$ cat src/rtl/wtm_pkg.sv
// Shared sizing helpers for the Wallace-tree multiplier: reduction depth, per-level
// row counts and the Baugh-Wooley correction constant. Pure functions, no state.
package wtm_pkg;

  function automatic int wtm_rows(input int w, input int lvl);
    int n;
    n = w;
    for (int i = 0; i < lvl; i++) n = n - n / 3;
    return n;
  endfunction

  function automatic int wtm_levels(input int w);
    int n;
    int l;
    n = w;
    l = 0;
    for (int i = 0; i < 64; i++) begin
      if (n > 2) begin
        n = n - n / 3;
        l = l + 1;
      end
    end
    return l;
  endfunction

  // Signed-mode constant: ones at bit w and bit 2w-1 of the 2w-bit product.
  function automatic logic [63:0] wtm_bw_const(input int w);
    return (64'd1 << w) | (64'd1 << (2 * w - 1));
  endfunction

endpackage

$ cat src/rtl/cla_adder.sv
// N-bit carry-lookahead adder built from 4-bit lookahead blocks; combinational.
// Sum is modulo 2^N; no carry-in, carry-out is discarded.
module cla_adder #(
  parameter int N = 32
) (
  input  logic [N-1:0] a_i,
  input  logic [N-1:0] b_i,
  output logic [N-1:0] sum_o
);

  localparam int NB = (N + 3) / 4;
  localparam int NP = 4 * NB;

  logic [NP-1:0] a, b, g, p, c, s;
  logic [NB-1:0] bcin, bcout;
  logic          unused_cout;

  assign a = NP'(a_i);
  assign b = NP'(b_i);
  assign g = a & b;
  assign p = a ^ b;
  assign bcin[0] = 1'b0;

  for (genvar k = 0; k < NB; k++) begin : g_blk
    logic [3:0] gk, pk;
    logic       cin;
    assign gk = g[4*k +: 4];
    assign pk = p[4*k +: 4];
    assign cin = bcin[k];
    assign c[4*k]   = cin;
    assign c[4*k+1] = gk[0] | (pk[0] & cin);
    assign c[4*k+2] = gk[1] | (pk[1] & gk[0]) | (pk[1] & pk[0] & cin);
    assign c[4*k+3] = gk[2] | (pk[2] & gk[1]) | (pk[2] & pk[1] & gk[0]) | (pk[2] & pk[1] & pk[0] & cin);
    assign bcout[k] = gk[3] | (pk[3] & gk[2]) | (pk[3] & pk[2] & gk[1])
                    | (pk[3] & pk[2] & pk[1] & gk[0]) | ((&pk) & cin);
    if (k < NB - 1) begin : g_chain
      assign bcin[k+1] = bcout[k];
    end
  end

  assign s = p ^ c;
  assign sum_o = s[N-1:0];

  if (NP > N) begin : g_pad
    assign unused_cout = bcout[NB-1] ^ (^s[NP-1:N]);
  end else begin : g_nopad
    assign unused_cout = bcout[NB-1];
  end

endmodule

$ cat src/rtl/csa_row.sv
// 3:2 carry-save compressor over N bits; combinational, no handshake.
// Carry is pre-shifted into its weight; the bit shifted out of the top is dropped (mod 2^N).
module csa_row #(
  parameter int N = 32
) (
  input  logic [N-1:0] a_i,
  input  logic [N-1:0] b_i,
  input  logic [N-1:0] c_i,
  output logic [N-1:0] sum_o,
  output logic [N-1:0] carry_o
);

  logic [N-1:0] maj;

  assign sum_o   = a_i ^ b_i ^ c_i;
  assign maj     = (a_i & b_i) | (a_i & c_i) | (b_i & c_i);
  assign carry_o = {maj[N-2:0], 1'b0};

endmodule

$ cat src/rtl/wtm_mul_pipe.sv
// Pipelined WxW Wallace-tree multiplier (unsigned or Baugh-Wooley signed), latency LEVELS+1.
// Global stall: every stage holds while out_valid && !out_ready; in_ready = !stall.
module wtm_mul_pipe
  import wtm_pkg::*;
#(
  parameter int W     = 16,
  parameter int TAG_W = 4
) (
  input  logic             clk,
  input  logic             rst,
  input  logic             in_valid,
  output logic             in_ready,
  input  logic [W-1:0]     in_a,
  input  logic [W-1:0]     in_b,
  input  logic             in_signed,
  input  logic [TAG_W-1:0] in_tag,
  output logic             out_valid,
  input  logic             out_ready,
  output logic [2*W-1:0]   out_product,
  output logic [TAG_W-1:0] out_tag
);

  localparam int PW     = 2 * W;
  localparam int LEVELS = wtm_levels(W);
  localparam logic [PW-1:0] BW_CONST  = PW'(wtm_bw_const(W));
  localparam logic [PW-1:0] LAST_MASK = PW'({(W-1){1'b1}}) << (W - 1);

  logic             advance;
  logic [LEVELS:0]  vld_q;
  logic [TAG_W-1:0] tag_q [LEVELS+1];
  logic [W-1:0]     a_q, b_q;
  logic             sgn_q;
  logic [PW-1:0]    pp [W];
  logic [PW-1:0]    prod_d;
  logic             out_valid_q;
  logic [PW-1:0]    out_product_q;
  logic [TAG_W-1:0] out_tag_q;

  assign advance  = !(out_valid_q && !out_ready);
  assign in_ready = advance;

  // Partial products are formed from the registered operands so in_signed only lives in stage 0.
  always_comb begin
    for (int i = 0; i < W; i++) begin
      pp[i] = PW'(a_q & {W{b_q[i]}}) << i;
      if (sgn_q) begin
        if (i < W - 1) pp[i][W-1+i] = ~pp[i][W-1+i];
        else           pp[i] = pp[i] ^ LAST_MASK;
      end
    end
    if (sgn_q) pp[0] = pp[0] | BW_CONST;
  end

  for (genvar lvl = 0; lvl < LEVELS; lvl++) begin : g_lvl
    localparam int N = wtm_rows(W, lvl);
    localparam int G = N / 3;
    localparam int M = N - G;

    logic [PW-1:0] src    [N];
    logic [PW-1:0] s      [G];
    logic [PW-1:0] cy     [G];
    logic [PW-1:0] rows_d [M];
    logic [PW-1:0] rows_q [M];

    if (lvl == 0) begin : g_src_pp
      assign src = pp;
    end else begin : g_src_prev
      assign src = g_lvl[lvl-1].rows_q;
    end

    for (genvar j = 0; j < G; j++) begin : g_grp
      csa_row #(.N(PW)) u_csa (
        .a_i    (src[3*j]),
        .b_i    (src[3*j+1]),
        .c_i    (src[3*j+2]),
        .sum_o  (s[j]),
        .carry_o(cy[j])
      );
      assign rows_d[2*j]   = s[j];
      assign rows_d[2*j+1] = cy[j];
    end

    for (genvar r = 0; r < M - 2 * G; r++) begin : g_pass
      assign rows_d[2*G+r] = src[3*G+r];
    end

    always_ff @(posedge clk) begin
      if (advance) rows_q <= rows_d;
    end
  end

  cla_adder #(.N(PW)) u_cpa (
    .a_i  (g_lvl[LEVELS-1].rows_q[0]),
    .b_i  (g_lvl[LEVELS-1].rows_q[1]),
    .sum_o(prod_d)
  );

  always_ff @(posedge clk) begin
    if (advance) begin
      a_q      <= in_a;
      b_q      <= in_b;
      sgn_q    <= in_signed;
      tag_q[0] <= in_tag;
      for (int st = 1; st <= LEVELS; st++) tag_q[st] <= tag_q[st-1];
    end
  end

  always_ff @(posedge clk) begin
    if (rst) begin
      vld_q         <= '0;
      out_valid_q   <= 1'b0;
      out_product_q <= '0;
      out_tag_q     <= '0;
    end else if (advance) begin
      vld_q         <= {vld_q[LEVELS-1:0], in_valid};
      out_valid_q   <= vld_q[LEVELS];
      out_product_q <= prod_d;
      out_tag_q     <= tag_q[LEVELS];
    end
  end

  assign out_valid   = out_valid_q;
  assign out_product = out_product_q;
  assign out_tag     = out_tag_q;

endmodule

$ cat config.mk
export PLATFORM = sky130hd
export DESIGN_NAME = wtm_mul_pipe
export DESIGN_NICKNAME = d
export VERILOG_FILES = /design/src/rtl/wtm_pkg.sv /design/src/rtl/cla_adder.sv /design/src/rtl/csa_row.sv /design/src/rtl/wtm_mul_pipe.sv
export SDC_FILE = /design/constraint.sdc
export NUM_CORES = 1
export LEC_CHECK = 0
export BUFFER_PORTS_ARGS = -buffer_cell sky130_fd_sc_hd__buf_2
export CAP_MARGIN = 20
export CORE_MARGIN = 2
export CORE_UTILIZATION = 55
export DETAILED_ROUTE_END_ITERATION = 7
export HOLD_SLACK_MARGIN = 0.08
export PLACE_DENSITY = 0.73
export REMOVE_ABC_BUFFERS = 1
export SYNTH_ARGS = -nofsm -noshare
export SYNTH_HDL_FRONTEND = slang
export SYNTH_SLANG_ARGS = --single-unit
$ cat constraint.sdc
create_clock -name clk -period 33.6 [get_ports clk]
set_input_delay 5.04 -clock clk [delete_from_list [all_inputs] [get_ports clk]]
set_output_delay 5.04 -clock clk [all_outputs]
set_load 0.02 [all_outputs]
# After elaboration in Yosys (flattened, before gate mapping)
# Memories as Yosys holds them, arrays and structs flattened. A register that Yosys moved wholly into a read port is not among the register bits.
# Cells that the tools add are included.
word_totals:
  ff_bits: 1141
  mem_bits_rw: 28
  inputBits: 41
  mem_count: 1
mem_list:
  columns: ["memory", "depth", "word_bits", "rd", "rd_ports_with_merged_regs", "wr", "line", "source"]
  rows:
  - ["tag_q", 7, 4, 7, 1, 7, "wtm_mul_pipe.sv:30", "logic [TAG_W-1:0] tag_q [LEVELS+1];"]
classes:
  muxes: 18
  bitwise_logic: 313
  n_reduce_logical: 10
ops:
  columns: ["cell", "count"]
  rows:
  - ["31-bit AND", 28]
  - ["31-bit bitwise OR", 28]
  - ["32-bit bitwise XOR", 19]
  - ["16-bit AND", 16]
  - ["1-bit AND", 108]
  - ["1-bit bitwise OR", 72]
  - ["30-bit two-way mux", 2]
  - ["32-bit two-way mux", 1]
  - ["32-bit by 17-bit bitwise XOR with 32-bit output", 1]
  - ["32-bit by 18-bit bitwise XOR with 32-bit output", 1]
  - ["32-bit by 21-bit bitwise XOR with 32-bit output", 1]
  - ["32-bit by 24-bit bitwise XOR with 32-bit output", 1]
  - ["32-bit by 27-bit bitwise XOR with 32-bit output", 1]
  - ["32-bit by 30-bit bitwise XOR with 32-bit output", 1]
  - ["32-bit by 31-bit bitwise XOR with 32-bit output", 1]
  - ["31-bit by 17-bit AND with 31-bit output", 1]
  - ["31-bit by 18-bit AND with 31-bit output", 1]
  - ["28-bit by 30-bit AND with 30-bit output", 1]
  - ["29-bit by 30-bit AND with 30-bit output", 1]
  - ["28-bit by 29-bit AND with 29-bit output", 1]
  - ["29-bit two-way mux", 1]
  - ["28-bit by 29-bit bitwise XOR with 29-bit output", 1]
  - ["28-bit two-way mux", 1]
  - ["25-bit by 27-bit AND with 27-bit output", 1]
  - ["other kinds (30)", 51]

# Longest topological paths before layout
logic_depth:
  word_depth: 20
  depth_mapped: 11

# By module
# From an unflattened synthesis, not the netlist that was laid out.
hier_totals:
  hier_cells: 2259
  hier_area_um2: 47578.1
modules_own_cells:
  columns: ["mod", "n_inst", "cells_per_inst", "area_per_inst_um2", "seq_area_each_um2"]
  rows:
  - ["wtm_mul_pipe", 1, 1619, 37010.5, 33942.6]
  - ["csa_row", 14, 34, 655.6, 0.0]
  - ["cla_adder", 1, 164, 1388.8, 0.0]

# Least setup slack after synthesis
# Ideal clock, no wire load.
synth_path:
  path_kind: "in2out"
  from: "input out_ready"
  to: "output in_ready"
  arrival_ns: 25.258
  required_ns: 28.560
  slack_ns: 3.302
  cell_stages: 4
  n_path_buf: 2
  cell_sequence: "nor2b_1 clkbuf_1 clkinv_1 clkbuf_1"
synth_between:
  elab_chain_cells: 3
synth_rtl:
  columns: ["element", "line", "source"]
  rows:
  - ["from (decl)", "wtm_mul_pipe.sv:18", "input logic out_ready,"]
  - ["1-bit zero test", "wtm_mul_pipe.sv:39", "assign advance = !(out_valid_q && !out_ready);"]
  - ["1-bit logical AND", "wtm_mul_pipe.sv:39", null]
  - ["1-bit zero test", "wtm_mul_pipe.sv:39", null]
  - ["to (decl)", "wtm_mul_pipe.sv:12", "output logic in_ready,"]
# Every way passes these cells.

# Final worst setup path
# Same ends and word-level chain as after synthesis.

==> impl_metrics.json <==
{
  "grt_usage": 0.174,
  "p_sw_mw": 0.650,
  "nFillCells": 3750,
  "avgViaCountPerCell": 5.24,
  "synth-seq-cells": 771,
  "chipWidth_um": 241,
  "final_cell_mix": "727 x edfxtp_1, 225 x and2_1, 206 x fa_1",
  "ys_seq_area_frac": 0.734,
  "r2r-end": "out_product[15]$_SDFFE_PP0N_",
  "fin_crit_ns": 11.43,
  "crit_fanout": 108,
  "synth_flop_cell": "edfxtp_1",
  "ff2ff_setup_slack_ns": 29.79,
  "worst-path-stages": 5,
  "cts_buffer_depth": 3,
  "hold_buffers": 0,
  "pwr-share-seq": 0.546,
  "wl_per_cell_um": 19.0,
  "clk_pin_slew_worst_paths_ns": 0.06,
  "first_pass_iters": 5,
  "timing.final.ws_setup_ns": 22.17,
  "ys_warn_count": 0,
  "drt_iter0_drc": 1068,
  "pwr-share-comb": 0.139,
  "outcome": "finished, final reports clean",
  "power_density_nw_per_um2": 76.2,
  "synth_top_family_by_area": "adder cells",
  "power_switching_share": 0.246,
  "drv_cap": 0,
  "clock_latency_ns": 0.61,
  "ir_drop_mv": 0.0475,
  "worstPathArrival_ns": 6.39,
  "muxShareOfSynthArea": 0,
  "num_rows": 86,
  "power.internal_mw": 1.99,
  "worst_setup_path_start_kind": "input pin",
  "slowest_delay_ns": 0.53,
  "crit_end": "in_ready",
  "final_util": 0.626,
  "final_cells": 2523,
  "drc": 0,
  "p_clk_frac": 0.315,
  "place_ws_ns": 22.17,
  "dp_hpwl_um": 30000,
  "crit_path_cell_trace": "buf_2 -> nor2b_4 -> buf_4 -> inv_8 -> buf_2",
  "nets": 2038,
  "grt_pass1_vias": 14000,
  "p_leak_nw": 13.8,
  "dieArea_um2": 58200,
  "busiest_layer": "met2",
  "hold_class": "reg -> reg",
  "place_congestion": 0.772,
  "initial_utilization": 0.559,
  "finalHoldViolCount": 0,
  "syn2layout_area_growth_pct": 12.1,
  "cts_resized": 0,
  "setup_viol": 0,
  "critPathLaunch": "out_ready",
  "clock-sinks": 771,
  "fmax_mhz": 87.5,
  "whs_ns": 0.411,
  "dp_cells": 2384,
  "grt_max_degree": 211,
  "r2r_start": "out_valid$_SDFFE_PP0N_",
  "gr-total-overflow": 0,
  "met1_usage": 0.240,
  "max-slew-margin-rel": 0.122,
  "final_common_cell": "edfxtp_1",
  "synth_enable_flop_cells": 727,
  "met2_usage": 0.276,
  "synth-adder-area-share": 0.164,
  "dr_total_vias": 13200,
  "synth.distinct_cells": 44,
  "cts_tree": "done",
  "layout-drive-gt1-share": 0.118,
  "finalCritPeriodShare": 0.340,
  "critPathKind": "in -> out",
  "reg2reg_depth": 7,
  "crit_slowest_cell": "inv_8",
  "io_buffers": 78,
  "cts_setup_buffers": 0,
  "worstMarginPinSlew_ns": 1.32,
  "synthSimpleGateAreaFrac": 0.0640,
  "endpoint_kind": "output pin",
  "clock-skew-final_ns": 0.0182,
  "htreeDepth": 3,
  "tns_ns": 0,
  "maxSlewViolCount": 0,
  "async_flop_share": 0,
  "netlist_area_um2": 31000,
  "cts_buffers": 77,
  "synth-compound-area-share": 0.0194,
  "crit_required_ns": 28.56,
  "io_pins": 79,
  "root_buffer": "clkbuf_16",
  "use_met3": 0.0375,
  "avgSynthCellArea_um2": 19.3,
  "crit_top_cell": "buf_2",
  "synthXorXnorAreaFrac": 0.0116,
  "critPathBufInv": 4,
  "antenna_found_initial": 2,
  "ant_nets": 0,
  "coreArea_um2": 55400,
  "critPathTopFamily": "buffers and inverters",
  "rsz0062_at_grt": "no",
  "die_h_um": 241,
  "routed_wl_um": 48000,
  "grt_pass1_wl_um": 76400,
  "syn_inst": 1602,
  "antenna_cells": 0
}
==> cell type report <==
cell class | instances | area [um^2] | area share
clock buffers | 95 | 2070 | 0.0596
clock inverters | 44 | 424 | 0.0122
inverters | 9 | 41.3 | 0.00119
multi-input cells | 771 | 8020 | 0.231
flip-flops and latches | 771 | 22700 | 0.655
well taps | 748 | 936 | 0.0270
repair buffers | 85 | 480 | 0.0139
==> power by group through the flow <==
stage | Combinational (mW) | Clock (mW) | Sequential (mW)
floorplan | 0.218 | 0 | 1.45
global placement | 0.346 | 0 | 1.46
detailed placement | 0.368 | 0 | 1.47
CTS | 0.375 | 0.853 | 1.45
global route | 0.425 | 0.890 | 1.47
finish | 0.367 | 0.833 | 1.44
==> flip-flops by register name, summed over array words and instances, names as in the netlist <==
| register | flops |
|---|---|
| b_q | 16 |
| out_product | 32 |
| out_tag | 4 |
| a_q | 16 |
| out_valid | 1 |
| sgn_q | 1 |
| vld_q | 7 |
| tag_q | 28 |
| g_lvl.rows_q | 666 |
==> worst register-to-register path, delay by kind of cell, from the launching register on <==
| kind | cells | cell delay [ns] |
|---|---|---|
| buffers and inverters | 4 | 2.15 |
| DFF | 1 | 0.30 |
| AOI/OAI and AO/OA | 1 | 0.33 |
| and+or+nand+nor | 2 | 0.93 |
==> cell families (layout without fill, tap and decap cells) <==
kind of cell             Yosys count  count (layout)
flip-flops                       771             771
AND/OR/NAND/NOR                  361             361
adder cells (fa/ha/maj)          282             282
AO/OA/AOI/OAI                     87              87
buffers and inverters             60             233
XOR/XNOR                          41              41
==> how the worst min path moves through the flow <==
stage | cells past startpoint | from | slack (ns) | endpoint
floorplan | 0 | g_lvl[0].rows_q[137]$_DFFE_PN_ | 0.40 | g_lvl[1].rows_q[105]$_DFFE_PN_
global placement | 0 | g_lvl[0].rows_q[24]$_DFFE_PN_ | 0.40 | g_lvl[1].rows_q[24]$_DFFE_PN_
detailed placement | 0 | g_lvl[0].rows_q[93]$_DFFE_PN_ | 0.40 | g_lvl[1].rows_q[125]$_DFFE_PN_
CTS | 0 | g_lvl[4].rows_q[69]$_DFFE_PN_ | 0.42 | g_lvl[5].rows_q[37]$_DFFE_PN_
global route | 0 | g_lvl[2].rows_q[122]$_DFFE_PN_ | 0.42 | g_lvl[3].rows_q[122]$_DFFE_PN_
finish | 0 | g_lvl[2].rows_q[30]$_DFFE_PN_ | 0.41 | g_lvl[3].rows_q[62]$_DFFE_PN_
==> cell usage after synthesis (3+ instances only) <==
master | instances | area, um^2
edfxtp_1 | 727 | 21800
and2_1 | 225 | 1410
fa_1 | 206 | 4120
nand2_1 | 90 | 338
ha_1 | 76 | 951
clkbuf_1 | 48 | 180
dfxtp_1 | 44 | 881
xnor2_1 | 36 | 315
a21oi_1 | 34 | 170
nor2_1 | 19 | 71.3
a211oi_1 | 12 | 90.1
o21ai_0 | 10 | 50.1
inv_1 | 8 | 30.0
nand3_1 | 8 | 40.0
or3_1 | 6 | 37.5
a21o_1 | 5 | 37.5
nor3_1 | 5 | 25.0
xor2_1 | 5 | 43.8
a32o_1 | 4 | 40.0
a22o_1 | 3 | 26.3
==> layer usage <==
layer  wire (um)  share of wire
met1       20800           0.43
met2       23400           0.49
met3        2670          0.056
met4        1070          0.022
met5           0              0
==> through the flow <==
step                total power, mW  area, um^2
global placement               1.80       32200
floorplan                      1.66       30800
detailed placement             1.83       32200
finish                         2.64       34700
CTS                            2.68       34700
global route                   2.79       34700
No activity file was read; power rests on OpenSTA's default activity.
